<file path="config.mk">
export PLATFORM = sky130hd
export DESIGN_NAME = uart_rx_ctrl_flat
export DESIGN_NICKNAME = d
export VERILOG_FILES = /design/src/rtl/uart_rx_ctrl_pkg.sv /design/src/rtl/uart_rx_ctrl_if.sv /design/src/rtl/uart_rx_ctrl_sync_2ff.sv /design/src/rtl/uart_rx_ctrl.sv /design/src/flat_wrapper.sv
export SDC_FILE = /design/constraint.sdc
export NUM_CORES = 1
export LEC_CHECK = 0
export ABC_AREA = 1
export CAP_MARGIN = 40
export CORE_ASPECT_RATIO = 0.8
export CORE_MARGIN = 3
export CORE_UTILIZATION = 45
export CTS_BUF_LIST = sky130_fd_sc_hd__clkbuf_8
export DETAILED_ROUTE_END_ITERATION = 7
export PLACE_DENSITY_LB_ADDON = 0.3
export SYNTH_ARGS = -nofsm -noshare
export SYNTH_HDL_FRONTEND = slang
export SYNTH_HIERARCHICAL = 1
export SYNTH_SLANG_ARGS = --single-unit
</file>
<file path="constraint.sdc">
create_clock -name clk -period 1.82 [get_ports clk]
set_input_delay 0.364 -clock clk [delete_from_list [all_inputs] [get_ports clk]]
set_output_delay 0.364 -clock clk [all_outputs]
set_load 0.02 [all_outputs]
</file>
<file path="src/rtl/uart_rx_ctrl_pkg.sv">
// rtl/uart_rx_ctrl_pkg.sv - shared UART receive types and default parameters
package uart_rx_ctrl_pkg;

  typedef enum logic [2:0] {IDLE, START, DATA, STOP, BREAK} rx_state_t;

  localparam int DEFAULT_CLKS_PER_BIT = 868;
  localparam int DEFAULT_WIDTH        = 8;

endpackage

</file>
<file path="src/rtl/uart_rx_ctrl_if.sv">
// rtl/uart_rx_ctrl_if.sv - valid/ready byte output buffer of the UART receiver
interface uart_rx_ctrl_if
  import uart_rx_ctrl_pkg::*;
#(
  parameter int WIDTH = DEFAULT_WIDTH
) ();

  logic [WIDTH-1:0] data_out;
  logic             data_valid;
  logic             data_ready;

  modport master (output data_out, output data_valid, input data_ready);
  modport slave  (input data_out, input data_valid, output data_ready);

endinterface

</file>
<file path="src/rtl/uart_rx_ctrl_sync_2ff.sv">
// rtl/uart_rx_ctrl_sync_2ff.sv - two-flop synchronizer for asynchronous inputs
module uart_rx_ctrl_sync_2ff #(
  parameter bit RESET_VAL = 1'b0
) (
  input  logic clk,
  input  logic reset,
  input  logic d_i,
  output logic q_o
);

  logic meta_q;
  logic sync_q;

  always_ff @(posedge clk) begin
    if (reset) begin
      meta_q <= RESET_VAL;
      sync_q <= RESET_VAL;
    end else begin
      meta_q <= d_i;
      sync_q <= meta_q;
    end
  end

  assign q_o = sync_q;

endmodule

</file>
<file path="src/rtl/uart_rx_ctrl.sv">
// rtl/uart_rx_ctrl.sv - UART receive sequencer: start/stop validation, sipo shift control, output buffer
module uart_rx_ctrl
  import uart_rx_ctrl_pkg::*;
#(
  parameter int WIDTH        = DEFAULT_WIDTH,
  parameter int CLKS_PER_BIT = DEFAULT_CLKS_PER_BIT
) (
  input  logic             clk,
  input  logic             reset,
  input  logic             rx_i,
  output logic             sipo_data_in_o,
  output logic             sipo_hold_o,
  input  logic [WIDTH-1:0] sipo_q_i,
  uart_rx_ctrl_if.master   out_if,
  output logic             frame_err_o,
  output logic             overrun_err_o,
  output logic             busy_o
);

  localparam int BW = $clog2(CLKS_PER_BIT);
  localparam int CW = $clog2(WIDTH + 1);
  localparam logic [BW-1:0] BAUD_LAST = BW'(CLKS_PER_BIT - 1);
  localparam logic [BW-1:0] BAUD_HALF = BW'(CLKS_PER_BIT / 2 - 1);
  localparam logic [CW-1:0] BIT_LAST  = CW'(WIDTH - 1);

  rx_state_t        state_q, state_d;
  logic [BW-1:0]    baud_q, baud_d;
  logic [CW-1:0]    bit_q, bit_d;
  logic [WIDTH-1:0] data_q, data_d, rev;
  logic             valid_q, valid_d;
  logic             frame_err_q, frame_err_d;
  logic             overrun_q, overrun_d;
  logic             rx_s, baud_done, shift, load;

  // Idle-high reset value keeps a reset from looking like a start bit.
  uart_rx_ctrl_sync_2ff #(.RESET_VAL(1'b1)) u_sync (
    .clk   (clk),
    .reset (reset),
    .d_i   (rx_i),
    .q_o   (rx_s)
  );

  assign baud_done = (baud_q == BAUD_LAST);

  always_ff @(posedge clk) begin
    if (reset) begin
      state_q     <= IDLE;
      baud_q      <= '0;
      bit_q       <= '0;
      data_q      <= '0;
      valid_q     <= 1'b0;
      frame_err_q <= 1'b0;
      overrun_q   <= 1'b0;
    end else begin
      state_q     <= state_d;
      baud_q      <= baud_d;
      bit_q       <= bit_d;
      data_q      <= data_d;
      valid_q     <= valid_d;
      frame_err_q <= frame_err_d;
      overrun_q   <= overrun_d;
    end
  end

  always_comb begin
    state_d = state_q;
    baud_d  = baud_q + 1'b1;
    bit_d   = bit_q;
    case (state_q)
      IDLE: begin
        baud_d = '0;
        if (!rx_s) state_d = START;
      end
      START: if (baud_q == BAUD_HALF) begin
        baud_d  = '0;
        bit_d   = '0;
        state_d = rx_s ? IDLE : DATA;
      end
      DATA: if (baud_done) begin
        baud_d = '0;
        bit_d  = bit_q + 1'b1;
        if (bit_q == BIT_LAST) state_d = STOP;
      end
      STOP: if (baud_done) begin
        baud_d  = '0;
        state_d = rx_s ? IDLE : BREAK;
      end
      BREAK: begin
        baud_d = '0;
        if (rx_s) state_d = IDLE;
      end
      default: state_d = IDLE;
    endcase
  end

  always_comb begin
    shift       = 1'b0;
    load        = 1'b0;
    frame_err_d = 1'b0;
    case (state_q)
      DATA: shift = baud_done;
      STOP: begin
        load        = baud_done & rx_s;
        frame_err_d = baud_done & ~rx_s;
      end
      default: ;
    endcase

    // First wire bit sits in the sipo MSB; flip so it lands in the LSB.
    rev = '0;
    for (int i = 0; i < WIDTH; i++) rev[i] = sipo_q_i[WIDTH-1-i];

    data_d    = data_q;
    valid_d   = valid_q;
    overrun_d = 1'b0;
    if (valid_q && out_if.data_ready) valid_d = 1'b0;
    if (load) begin
      data_d    = rev;
      valid_d   = 1'b1;
      overrun_d = valid_q & ~out_if.data_ready;
    end
  end

  assign sipo_hold_o       = ~shift;
  assign sipo_data_in_o    = shift & rx_s;
  assign busy_o            = (state_q != IDLE);
  assign frame_err_o       = frame_err_q;
  assign overrun_err_o     = overrun_q;
  assign out_if.data_out   = data_q;
  assign out_if.data_valid = valid_q;

endmodule
</file>
<file path="src/flat_wrapper.sv">
// flat-port wrapper written by rule: the top's interface ports become plain ports
module uart_rx_ctrl_flat import uart_rx_ctrl_pkg::*;
#(
  parameter int WIDTH        = DEFAULT_WIDTH,
  parameter int CLKS_PER_BIT = DEFAULT_CLKS_PER_BIT
)
  (clk, reset, rx_i, sipo_data_in_o, sipo_hold_o, sipo_q_i, frame_err_o, overrun_err_o, busy_o, out_if_data_out, out_if_data_valid, out_if_data_ready);
  uart_rx_ctrl_if #(.WIDTH(WIDTH)) out_if_i ();
  input  logic clk;
  input  logic reset;
  input  logic rx_i;
  output logic sipo_data_in_o;
  output logic sipo_hold_o;
  input  logic [WIDTH-1:0] sipo_q_i;
  output logic frame_err_o;
  output logic overrun_err_o;
  output logic busy_o;
  output wire logic [$bits(out_if_i.data_out)-1:0] out_if_data_out;
  output wire logic [$bits(out_if_i.data_valid)-1:0] out_if_data_valid;
  input wire logic [$bits(out_if_i.data_ready)-1:0] out_if_data_ready;
  assign out_if_data_out = out_if_i.data_out;
  assign out_if_data_valid = out_if_i.data_valid;
  assign out_if_i.data_ready = out_if_data_ready;
  uart_rx_ctrl #(.WIDTH(WIDTH), .CLKS_PER_BIT(CLKS_PER_BIT)) u_core (.clk(clk), .reset(reset), .rx_i(rx_i), .sipo_data_in_o(sipo_data_in_o), .sipo_hold_o(sipo_hold_o), .sipo_q_i(sipo_q_i), .out_if(out_if_i), .frame_err_o(frame_err_o), .overrun_err_o(overrun_err_o), .busy_o(busy_o));
endmodule
</file>
# ---- Yosys cells after proc, flatten, opt, wreduce, memory -nomap -nowiden
# Index checks and enable logic that the tools add are counted.
dict set report totals {
  regBits 30
  latchBits 0
  ramBits 0
  romBits 0
  wordCells 63
  n_memories 0
}
dict set report op_classes {
  add_sub_neg 2
  multipliers 0
  n_div 0
  n_lt_le_gt_ge 0
  n_eq_ne 13
  shifts 0
  muxes 19
  bitwise 9
  reduce_logical 11
}
# op count
set op_table {}
lappend op_table {{10-bit case mux with 3 select lines} 1}
lappend op_table {{3-bit two-way mux} 7}
lappend op_table {{10-bit two-way mux} 2}
lappend op_table {{3-bit case mux with 5 select lines} 1}
lappend op_table {{10-bit by 1-bit adder with 10-bit output, second input constant} 1}
lappend op_table {{10-bit equality test, second input constant} 1}
lappend op_table {{10-bit by 9-bit equality test with 1-bit output, second input constant} 1}
lappend op_table {{4-bit two-way mux} 2}
lappend op_table {{2-bit by 1-bit != test with 1-bit output, second input constant} 4}
lappend op_table {{4-bit case mux with 2 select lines} 1}
lappend op_table {{2-bit OR reduction} 4}
lappend op_table {{3-bit by 2-bit equality test with 1-bit output, second input constant} 2}
lappend op_table {{6-bit AND reduction} 1}
lappend op_table {{1-bit inverter} 5}
lappend op_table {{4-bit by 1-bit adder with 4-bit output, second input constant} 1}
lappend op_table {{1-bit AND} 4}
lappend op_table {{4-bit by 3-bit equality test with 1-bit output, second input constant} 1}
lappend op_table {{1-bit two-way mux} 4}
lappend op_table {{2-bit != test, second input constant} 2}
lappend op_table {{2-bit nonzero test} 2}
lappend op_table {{3-bit by 1-bit equality test with 1-bit output, second input constant} 1}
lappend op_table {{3-bit equality test, second input constant} 1}
lappend op_table {{3-bit zero test} 1}
lappend op_table {{3-bit AND reduction} 1}
lappend op_table {{other kinds (3)} 3}

# ---- Depth between registers and ports, before layout
dict set report depth {
  ltp_word 5
  ltp_mapped 10
}

# ---- Modules after synthesis
# The synthesis kept the hierarchy.
# module n_inst cells_each area_per_inst_um2 seq_area_each_um2
set by_module_without_submodules {}
lappend by_module_without_submodules {uart_rx_ctrl 1 192 1385.1 560.5}
lappend by_module_without_submodules {uart_rx_ctrl_sync_2ff 1 7 58.8 40.0}

# ---- Worst setup path before layout
# Ideal clock, no wire load.
dict set report synth_timing {
  path_type {reg-to-output}
  from {register u_core.baud_q[0]}
  to {output sipo_data_in_o}
  arrival_time_ns 1.313
  t_required_ns 1.456
  path_slack_ns 0.143
  stages_incl_launch_ff 6
  cell_sequence {dfxtp_1 -> ha_1 -> nand2_1 -> nor2_4 -> nand2_4 -> nor3_1}
}
dict set report synth_via {
  elab_chain_cells 3
}
# element line_no
set synth_lines {}
lappend synth_lines {{start: declaration} uart_rx_ctrl.sv:27} ;# logic [BW-1:0] baud_q, baud_d;
lappend synth_lines {{start signal: assignment} uart_rx_ctrl.sv:56} ;# baud_q <= baud_d;
lappend synth_lines {{10-bit equality test} uart_rx_ctrl.sv:43} ;# assign baud_done = (baud_q == BAUD_LAST);
lappend synth_lines {{1-bit two-way mux} uart_rx_ctrl.sv:100} ;# case (state_q)
lappend synth_lines {{1-bit AND} uart_rx_ctrl.sv:125} ;# assign sipo_data_in_o = shift & rx_s;
lappend synth_lines {{end: declaration} flat_wrapper.sv:12} ;# output logic sipo_data_in_o;
# No other way between the ends.

# ---- Worst setup path after layout
dict set report layout_timing {
  from {register u_core.baud_q[0]}
  to {output sipo_hold_o}
}
dict set report layout_via {
  elab_chain_cells 3
}
# element line_no
set layout_lines {}
lappend layout_lines {{10-bit equality test} uart_rx_ctrl.sv:43}
lappend layout_lines {{1-bit two-way mux} uart_rx_ctrl.sv:100}
lappend layout_lines {{1-bit inverter} uart_rx_ctrl.sv:124} ;# assign sipo_hold_o = ~shift;
lappend layout_lines {{end: declaration} flat_wrapper.sv:13} ;# output logic sipo_hold_o;
# No other way between the ends.

==> metrics.md <==
| Metric | Value |
|---|---|
| Gr usage total | roughly 18% |
| Yosys reg bits | 30 |
| Std cell rows | 17 |
| Area share of the largest cell type after synthesis | 41.6% |
| Period utilisation layout | a little over nine tenths |
| Clk sink count | 30 |
| DP Wirelength | ~2400 um |
| Critical path, cell by cell | ha_4, nand2_2, nor2_4, nand2_4, nor2_4, inv_2, buf_2 |
| Placed Area | about 1900 sq um |
| Finish-stage setup viols | 0 |
| Post-synth cell types | 28 |
| Maximum vdd drop | ~0.00046 V |
| CP bufs+invs | 2 |
| P_leak | 0.911 nW |
| CP max FO | 4 |
| Hold_sp | u_core/u_sync/meta_q |
| Slowest-stage cell, CP | dfxtp_2 |
| Critical path endpoint category | output port |
| Routed WL | ~3300 um |
| Worst Setup SP | u_core/baud_q[0] |
| CTS H-tree lvls | 2 |
| WL/cell | between 10 and 15 um |
| Vias in the first global route | approximately 1.2k |
| Drt via density | 4.70 |
| I/O Buffers | 25 |
| Most used cell, CP | nor2_4 |
| DR iter-0 viols | 73 |
| Sequential share of the synthesized area | between 40% and 50% |
| CTS Buf Count | 5 |
| FF-to-FF Start | u_core/baud_q[0] |
| Full die area | about 3900 sq um |
| Yosys warning count | 6 |
| Initial antenna violation count | 0 |
| Area occupied by multi-input gates | 754 sq um |
| Clk_lat worst skew | 280 ps |
| Clk Tree Root Cell | clkbuf_8 |
| WS Path Type | reg -> out |
| Fin. max-slew vios | 0 |
| Worst Hold Class | reg -> reg |
| Die X | 69.3 um |
| Max cap viols | 0 |
| Placed Cells | roughly 280 |
| Filler Cell Count | between 200 and 250 |
| Fmax | 572 MHz |
| Drt first pass iters | 4 |
| DP Worst Slack | -133 ps |
| Overflow after GRT | 0 |
| Io pins | 26 |
| Nets | about 270 |
| Max incr delay on CP | ~350 ps |
| Post-route cell area | a little over 2000 sq um |
| Final Worst Setup Slack | 72.2 ps |
| Commonest cells after routing, fill and taps aside | nand2_1 (56), dfxtp_1 (28), nor2_1 (27) |
| Slew @ Worst Pin | around 300 ps |
| Post-synthesis net count | roughly 210 |
| ANT cells | 0 |
| ANT nets after route | 0 |
| Mean Syn Cell Area | 7.26 sq um |
| Mapped Cells | slightly below 200 |
| Synthesized cell area | around 1400 sq um |
| GP Congestion | approximately 0.86 |
| Post-layout min period | ~1700 ps |
| Final clock skew | between 2 and 3 ps |
| CTS clk-pin slew, worst paths | approximately 60 ps |
| Delay-heaviest family, CP | simple AND/OR/NAND/NOR gates |
| Hold_buf cts | 0 |
| End-of-flow core utilization | between 60% and 70% |
| Status | finished clean |
| CTS tree | done |
| Layout cells sized above 1 | 24.4% |
| Critical path data arrival time | approximately 1400 ps |
| First-pass GRT wire length | 5420 um |
| Fin. Hold Viols | 0 |
| CP required | about 1500 ps |
| DR DRC count | 0 |
| Final Non-Filler Cells | 292 |
| Max Buffers Root-to-Sink | 2 |
| Worst relative slew slack | around four fifths |
| Synth top area cells | dfxtp_1 (42%), nand2_1 (15%), nor2_1 (7.0%), inv_1 (5.2%), a21oi_1 (4.2%) |
| Synthesis-to-layout area growth | 39.7% |
| Pwr dens | 882 nW/um^2 |
| FF+latch area | between 600 and 700 sq um |
| Via count | ~1.4k |
| Initial Util | between 40 and 50% |
| Most common cell after layout, fill and taps aside | nand2_1 |
| Pin count of the biggest net entering global routing | 18 |
| Core Box Area | between 2000 and 3000 sq um |
| Die height | 56.7 um |
| Setup crit start kind | register |
| Leading area contributor after synthesis | dfxtp_1 |
layout make-up:
type                    count  area share [%]
clock inverters             2           0.434
repair buffers             50            21.2
well taps                  38            2.36
clock buffers               6            4.09
inverters                  25            4.65
multi-input cells         141            37.4
flip-flops and latches     30            29.9
worst min-delay path, stage by stage (launching register included):
cell and delay [ps]:
dfxtp_1 320, inv_1 40, nand2_1 50
routing by layer:
| layer | vias to the layer above | global-route usage [%] | wire length, um |
|---|---|---|---|
| met2 | 42 | 25.1 | 1510 |
| met5 | - | 0 | 0 |
| met3 | 5 | 5.37 | 243 |
| li1 | 729 | - | - |
| met1 | 597 | 24.1 | 1540 |
| met4 | 0 | 7.80 | 35 |
state kept, by name, summed over array words and instances (netlist names):
| name | flops |
|---|---|
| u_core/u_sync/meta_q | 1 |
| u_core/out_if.data_out | 8 |
| u_core/out_if.data_valid | 1 |
| u_core/state_q | 3 |
| u_core/bit_q | 4 |
| u_core/u_sync/q_o | 1 |
| u_core/overrun_err_o | 1 |
| u_core/frame_err_o | 1 |
| u_core/baud_q | 10 |
timing repair:
item,4_1_cts,5_1_grt
gates cloned,0,0
setup buffers,0,2
gates resized for setup,10,6
pin swaps,1,2
setup endpoints to repair,3,2
kinds of logic after synthesis:
family                   count (synthesis)  synth area share [%]
AND/OR/NAND/NOR                        116                  38.3
AO/OA/AOI/OAI                           18                  7.54
XOR/XNOR                                 4                  2.43
flip-flops                              30                  41.6
adder cells (fa/ha/maj)                  3                  2.60
buffers and inverters                   28                  7.54
synthesized netlist by cell type:
cell type / count
nand4_2: 1
ha_1: 3
nand3b_1: 1
buf_4: 1
nand3_1: 8
nand2_1: 57
nor4_1: 1
inv_1: 20
o21ai_1: 2
xor2_1: 3
clkbuf_1: 2
nand2_2: 4
o21bai_1: 1
nor2_1: 27
nand2_4: 2
nor3_2: 1
nand3_4: 1
o21ai_0: 2
inv_2: 5
nor3_1: 3
dfxtp_1: 30
nor2_4: 3
nand3_2: 1
o211ai_4: 1
xnor2_1: 1
nor2_2: 4
a21oi_1: 12
nand4_1: 2
final timing paths:
kind                                                   to  cells after the start  slack [ps]
worst max-delay path                          sipo_hold_o                      7          70
worst min-delay path                    u_core/u_sync/q_o                      2         440
worst max register to register  u_core/out_if.data_out[2]                      9         220
worst min register to register          u_core/u_sync/q_o                      2         440
through the flow:
| step | total power, W | TNS (ps) | hold WS, ps |
|---|---|---|---|
| finish | 0.00178 | 0 | 436 |
| global route | 0.00189 | -19.7 | 484 |
| CTS | 0.00176 | 0 | 418 |
| detailed placement | 0.00123 | -143 | 401 |
| global placement | 0.00122 | -102 | 394 |
| floorplan | 0.00106 | 0 | 387 |
report_power, final:
| group | internal, W | leakage, nW | switching [W] | total (W) |
|---|---|---|---|---|
| clock | 0.000299 | 0.0524 | 0.000247 | 0.000546 |
| sequential | 0.000697 | 0.244 | 0.0000255 | 0.000723 |
| combinational | 0.000210 | 0.615 | 0.000301 | 0.000511 |
| total | 0.00121 | 0.911 | 0.000574 | 0.00178 |
(Power assumes the default switching activity.)
